$ cat config.mk
export PLATFORM = sky130hd
export DESIGN_NAME = branch_resolve
export DESIGN_NICKNAME = d
export VERILOG_FILES = /design/src/rtl/branch_resolve_pkg.sv /design/src/rtl/branch_queue.sv /design/src/rtl/branch_resolve.sv
export SDC_FILE = /design/constraint.sdc
export NUM_CORES = 1
export LEC_CHECK = 0
export CAP_MARGIN = 20
export CORE_MARGIN = 10
export CORE_UTILIZATION = 35
export CTS_BUF_LIST = sky130_fd_sc_hd__clkbuf_16
export CTS_CLUSTER_SIZE = 24
export DETAILED_ROUTE_END_ITERATION = 6
export PLACE_DENSITY_LB_ADDON = 0.1
export SLEW_MARGIN = 25
export SYNTH_ARGS = -nofsm -noshare
export SYNTH_HDL_FRONTEND = slang
export SYNTH_SLANG_ARGS = --single-unit
$ cat constraint.sdc
create_clock -name clock -period 15.8 [get_ports clock]
set_input_delay 3.16 -clock clock [delete_from_list [all_inputs] [get_ports clock]]
set_output_delay 3.16 -clock clock [all_outputs]
set_load 0.02 [all_outputs]
$ cat src/rtl/branch_resolve_pkg.sv
// Shared types and constants for the branch resolution queue.
// Holds the FSM encoding, the PC increment and the queue entry layout.
package branch_resolve_pkg;

  localparam logic [31:0] BRQ_PC_INC  = 32'd4;
  localparam int          BRQ_ENTRY_W = 65;

  typedef enum logic {
    BRQ_STATE_RUN      = 1'b0,
    BRQ_STATE_REDIRECT = 1'b1
  } brq_state_e;

  typedef struct packed {
    logic [31:0] pc;
    logic        taken;
    logic [31:0] dnpc;
  } brq_entry_t;

  function automatic logic [31:0] brq_next_pc(input logic taken, input logic [31:0] target,
                                              input logic [31:0] pc);
    return taken ? target : pc + BRQ_PC_INC;
  endfunction

endpackage

$ cat src/rtl/branch_queue.sv
// In-order prediction FIFO; head visible combinationally, push visible to the head one cycle later.
// clear_i wins over push_i and pop_i so a flush also drops a same-cycle push.
module branch_queue #(
  parameter int DEPTH = 4,
  parameter int W     = 65
) (
  input  logic         clock,
  input  logic         reset,
  input  logic         push_i,
  input  logic         pop_i,
  input  logic         clear_i,
  input  logic [W-1:0] push_dat_i,
  output logic         full_o,
  output logic         empty_o,
  output logic [W-1:0] head_dat_o
);

  localparam int AW = $clog2(DEPTH);

  logic [AW:0]  wr_ptr_q, wr_ptr_d;
  logic [AW:0]  rd_ptr_q, rd_ptr_d;
  logic [W-1:0] mem_q [DEPTH];

  assign empty_o    = (wr_ptr_q == rd_ptr_q);
  assign full_o     = (wr_ptr_q[AW] != rd_ptr_q[AW]) && (wr_ptr_q[AW-1:0] == rd_ptr_q[AW-1:0]);
  assign head_dat_o = mem_q[rd_ptr_q[AW-1:0]];

  always_comb begin
    wr_ptr_d = wr_ptr_q;
    rd_ptr_d = rd_ptr_q;
    if (clear_i) begin
      wr_ptr_d = '0;
      rd_ptr_d = '0;
    end else begin
      if (push_i && !full_o) wr_ptr_d = wr_ptr_q + {{AW{1'b0}}, 1'b1};
      if (pop_i && !empty_o) rd_ptr_d = rd_ptr_q + {{AW{1'b0}}, 1'b1};
    end
  end

  always_ff @(posedge clock or negedge reset) begin
    if (!reset) begin
      wr_ptr_q <= '0;
      rd_ptr_q <= '0;
    end else begin
      wr_ptr_q <= wr_ptr_d;
      rd_ptr_q <= rd_ptr_d;
    end
  end

  always_ff @(posedge clock) begin
    if (push_i && !full_o && !clear_i) mem_q[wr_ptr_q[AW-1:0]] <= push_dat_i;
  end

endmodule

$ cat src/rtl/branch_resolve.sv
// Compares fetch predictions against execute outcomes; a mismatch flushes and raises a 1-cycle redirect.
// Optional BRANCH_RESOLVE_STAT_EN adds resolve and mispredict counters.
module branch_resolve
  import branch_resolve_pkg::*;
#(
  parameter int DEPTH = 4
) (
  input  logic        clock,
  input  logic        reset,
  input  logic        pred_valid_i,
  output logic        pred_ready_o,
  input  logic [31:0] pred_pc_i,
  input  logic        pred_taken_i,
  input  logic [31:0] pred_dnpc_i,
  input  logic        resolve_valid_i,
  output logic        resolve_ready_o,
  input  logic [31:0] resolve_pc_i,
  input  logic        resolve_taken_i,
  input  logic [31:0] resolve_target_i,
  output logic        redirect_o,
  output logic [31:0] redirect_pc_o,
  output logic        error_o
`ifdef BRANCH_RESOLVE_STAT_EN
  ,
  output logic [31:0] branch_cnt_o,
  output logic [31:0] mispredict_cnt_o
`endif
);

  brq_state_e             state_q, state_d;
  brq_entry_t             push_ent, head_ent;
  logic [BRQ_ENTRY_W-1:0] head_dat;
  logic                   full, empty, push, fire, pc_mis, mispredict;
  logic [31:0]            pred_npc, act_npc;
  logic [31:0]            redirect_pc_q, redirect_pc_d;
  logic                   error_q, error_d;

  assign push_ent = '{pc: pred_pc_i, taken: pred_taken_i, dnpc: pred_dnpc_i};
  assign head_ent = brq_entry_t'(head_dat);

  branch_queue #(.DEPTH(DEPTH), .W(BRQ_ENTRY_W)) u_queue (
    .clock      (clock),
    .reset      (reset),
    .push_i     (push),
    .pop_i      (fire),
    .clear_i    (mispredict),
    .push_dat_i (push_ent),
    .full_o     (full),
    .empty_o    (empty),
    .head_dat_o (head_dat)
  );

  // Ready depends only on local state so neither side sees a combinational path from the other.
  always_comb begin
    pred_ready_o    = (state_q == BRQ_STATE_RUN) && !full;
    resolve_ready_o = (state_q == BRQ_STATE_RUN) && !empty;
    redirect_o      = (state_q == BRQ_STATE_REDIRECT);
    push            = pred_valid_i && pred_ready_o;
    fire            = resolve_valid_i && resolve_ready_o;
    pred_npc        = brq_next_pc(head_ent.taken, head_ent.dnpc, head_ent.pc);
    act_npc         = brq_next_pc(resolve_taken_i, resolve_target_i, resolve_pc_i);
    pc_mis          = (head_ent.pc != resolve_pc_i);
    mispredict      = fire && ((pred_npc != act_npc) || pc_mis);
    state_d         = state_q;
    redirect_pc_d   = redirect_pc_q;
    error_d         = error_q;
    case (state_q)
      BRQ_STATE_RUN: begin
        if (mispredict) begin
          state_d       = BRQ_STATE_REDIRECT;
          redirect_pc_d = act_npc;
        end
      end
      BRQ_STATE_REDIRECT: state_d = BRQ_STATE_RUN;
    endcase
    if (fire && pc_mis) error_d = 1'b1;
  end

  always_ff @(posedge clock or negedge reset) begin
    if (!reset) begin
      state_q       <= BRQ_STATE_RUN;
      redirect_pc_q <= '0;
      error_q       <= 1'b0;
    end else begin
      state_q       <= state_d;
      redirect_pc_q <= redirect_pc_d;
      error_q       <= error_d;
    end
  end

  assign redirect_pc_o = redirect_pc_q;
  assign error_o       = error_q;

`ifdef BRANCH_RESOLVE_STAT_EN
  logic [31:0] branch_cnt_q, mispredict_cnt_q;

  always_ff @(posedge clock or negedge reset) begin
    if (!reset) begin
      branch_cnt_q     <= '0;
      mispredict_cnt_q <= '0;
    end else begin
      if (fire)       branch_cnt_q     <= branch_cnt_q + 32'd1;
      if (mispredict) mispredict_cnt_q <= mispredict_cnt_q + 32'd1;
    end
  end

  assign branch_cnt_o     = branch_cnt_q;
  assign mispredict_cnt_o = mispredict_cnt_q;
`else
  // Statistics disabled: no counter state exists.
`endif

endmodule

==> results.py <==
metrics = {
    "yosys": {
        "synthFlopType": "edfxtp_1",
        "synthCells": 900,
        "syn_nets": 1041,
        "ys_ff_latch": 300,
        "synth_area_um2": 14030,
        "synthArstFlopShare_pct": 13.33,
        "syn_avg_cell_area_um2": 15.59,
        "synth_edf_count": 260,
        "synth_seq_area_share_pct": 62.77,
        "synth_warnings": 0,
        "synth.distinct_cells": 65,
    },
    "routing": {
        "vias": 8632,
        "dr.pass1.iters": 5,
        "drcViolationCount": 0,
        "wl_met2_mm": 19.54,
        "top_layer_used": "met5",
        "route.detailed.vias_per_inst": 5.319,
        "drt_iter0_drc": 590,
        "wl_met1_mm": 18.30,
        "antenna_left": 0,
        "avgRoutedWirePerCell_um": 25.81,
        "wl_met3_mm": 2.874,
        "wl_mm": 41.89,
    },
    "clock_tree": {
        "cts_tree": "done",
        "postCtsResizedCells": 0,
        "cts_setup_buffers": 0,
        "clockBufferDepth": 3,
        "worstSkewPairLatency_ns": 0.51,
        "path_clk_slew_ns": 0.06,
        "clockRootBuffer": "clkbuf_16",
        "ctsHoldBuffers": 0,
        "clock-sinks": 300,
        "cts_buffers": 35,
        "cts_max_level": 2,
    },
    "worst_setup_path": {
        "cp-end-kind": "flop",
        "crit-reg2reg-capture": "u_queue.mem_q[3][26]",
        "critPathKind": "in2reg",
        "start_kind": "input pin",
        "required_ns": 15.94,
        "arrival_ns": 9.51,
        "cpMaxStageDelayCell": "nor2_4",
        "cp_max_fo": 44,
        "crit_chain": "clkdlybuf4s50_1 > and4_1 > nand3_1 > o31a_1 > o31ai_1 > xnor3_1 > o32a_1 > or4_4 > a2111oi_4 > a31oi_4 > buf_4 > nor2_4 > buf_4",
        "ff2ff_path_depth": 14,
        "regToRegSetupSlack_ns": 8.01,
        "crit_top_cell": "buf_4",
        "cpPeakStageDelay_ns": 0.67,
        "r2r_start": "u_queue.rd_ptr_q[1]",
    },
    "timing": {
        "fin_setup_tns_ns": 0,
        "slew_headroom_pct": 31.81,
        "layout_min_cycle_time_ns": 9.369,
        "worstMarginPinSlew_ns": 1.023,
        "rsz0062_at_grt": "no",
        "final-max-slew-violation-count": 0,
        "fmax_mhz": 106.7,
        "finalClockSkew_ns": 0.01522,
        "holdWs_ns": 0.4777,
        "timing.final.hold_violations": 0,
        "finalSetupViolCount": 0,
        "min_period_over_period_pct": 59.29,
    },
    "floorplan": {
        "die_w_um": 220.2,
        "die_h_um": 220.2,
        "num_rows": 73,
        "start_util_pct": 35.32,
        "num_io_pins": 170,
        "dieArea_um2": 48510,
        "core-area_um2": 39730,
    },
    "global_routing": {
        "grt-ovfl-total": 0,
        "grt_usage_pct": 17.06,
        "grt_antenna_before_repair": 2,
        "grt_first_pass_wirelength_mm": 60.75,
        "grt_pass1_vias": 8948,
        "grt_max_degree": 63,
    },
    "placement": {
        "hpwlAfterDp_mm": 30.49,
        "place_area_um2": 16260,
        "routabilityCongestion": 0.8876,
        "portBuffers": 169,
    },
    "pwr": {
        "peakVddDrop_mv": 0.06582,
        "power_mw": 2.450,
        "powerDensity_nw_per_um2": 141.6,
        "power_leakage_nw": 5.661,
    },
    "outcome": {
        "outcome": "finished, final reports clean",
    },
    "hold_path": {
        "min_from": "error_o",
        "hold_path_depth": 1,
        "hold_end": "error_o",
        "hold_path_class": "reg2reg",
    },
    "layout": {
        "fillers": 3599,
        "syn2layout_area_growth_pct": 23.33,
        "final_cell_mix": "edfxtp_1 (260), clkdlybuf4s50_1 (167), xnor2_1 (70), mux4_2 (65), nand2_1 (44)",
        "fin_util_pct": 43.56,
        "finalNetCount": 1215,
        "drive_gt1_share_pct": 13.95,
        "final_common_cell": "edfxtp_1",
        "fin_area_um2": 17310,
    },
    "job": {
        "drv_cap": 0,
    },
}
[through the flow]
stage               instances  setup slack [ns]
floorplan                 900             6.098
global placement         1562             5.946
detailed placement       1562             5.868
CTS                      1622             6.375
global route             1622             6.011
finish                   1623             6.431
[routing by layer]
layer	global-route usage (%)	up-vias
met1	23.32	4399
met5	0	-
met2	26.53	294
li1	-	3871
met4	5.615	2
met3	3.755	66
[area by class of cell]
class | instances | area (um^2) | share of cell area [%]
sequential | 300 | 8813 | 50.92
multi-input combinational | 530 | 4925 | 28.45
timing repair buffer | 179 | 1764 | 10.19
clock buffer | 36 | 900.9 | 5.205
tap | 525 | 656.9 | 3.795
clock inverter | 24 | 140.1 | 0.8097
inverter | 28 | 105.1 | 0.6072
antenna | 1 | 2.502 | 0.01446
[how the worst max path moves through the flow]
stage                           startpoint              endpoint
final                     resolve_pc_i[12]  u_queue.mem_q[3][26]
after global routing      resolve_pc_i[12]  u_queue.mem_q[3][26]
after CTS                  resolve_pc_i[7]  u_queue.mem_q[3][26]
after detailed placement   resolve_pc_i[7]  u_queue.mem_q[3][26]
after global placement     resolve_pc_i[7]  u_queue.mem_q[3][16]
after floorplan            resolve_pc_i[7]   u_queue.mem_q[3][0]
[power breakdown]
| part | total [mW] | internal, mW | switching (mW) |
|---|---|---|---|
| logic | 0.646 | 0.274 | 0.371 |
| clock network | 0.728 | 0.427 | 0.301 |
| registers | 1.08 | 1.02 | 0.0525 |
| total | 2.45 | 1.73 | 0.725 |
[state kept, by name (all words and copies together), names as in the netlist]
name / cells
error_o: 1
redirect_o: 1
u_queue.wr_ptr_q: 3
u_queue.rd_ptr_q: 3
redirect_pc_o: 32
u_queue.mem_q: 260
[cell families after synthesis]
logic type                 synth area share (%)
adders and majority gates                0.6241
buffers and inverters                     2.416
muxes                                     14.23
and+or+nand+nor                           8.006
AOI/OAI and AO/OA                         4.672
DFF                                       62.77
xor gates and xnor gates                  7.284
[worst max-delay path: cells and delay by family]
kind / cells / cell delay [ns]
AO/OA/AOI/OAI: 5 / 2.13
AND/OR/NAND/NOR: 4 / 1.94
buffers and inverters: 3 / 1.76
XOR/XNOR: 1 / 0.41
[synth_stat cells, drive strengths merged, types with 3 or more instances]
| master | count | area share (%) |
|---|---|---|
| o2111ai | 3 | 0.19 |
| xnor2 | 70 | 4.4 |
| edfxtp | 260 | 56 |
| o31a | 9 | 0.56 |
| mux2 | 16 | 1.7 |
| and2 | 4 | 0.18 |
| buf | 23 | 1.2 |
| nand3 | 26 | 0.93 |
| and4 | 8 | 0.50 |
| a31oi | 7 | 0.36 |
| nor2 | 29 | 0.78 |
| mux4 | 65 | 10 |
| nand2 | 44 | 1.2 |
| a21oi | 10 | 0.36 |
| ha | 7 | 0.62 |
| a211oi | 6 | 0.32 |
| clkbuf | 19 | 0.51 |
| nand2b | 11 | 0.49 |
| mux2i | 30 | 2.1 |
| or3 | 9 | 0.40 |
| o211ai | 3 | 0.16 |
| o21ai | 25 | 0.89 |
| xor2 | 39 | 2.4 |
| o31ai | 10 | 0.57 |
| nor2b | 3 | 0.13 |
| inv | 28 | 0.75 |
| or2 | 4 | 0.18 |
| or4 | 5 | 0.32 |
| nor3 | 17 | 0.61 |
| xnor3 | 3 | 0.48 |
| dfrtp | 40 | 7.1 |
| nand4 | 23 | 1.1 |
| nor4 | 17 | 0.76 |
(Power assumes the default switching activity.)
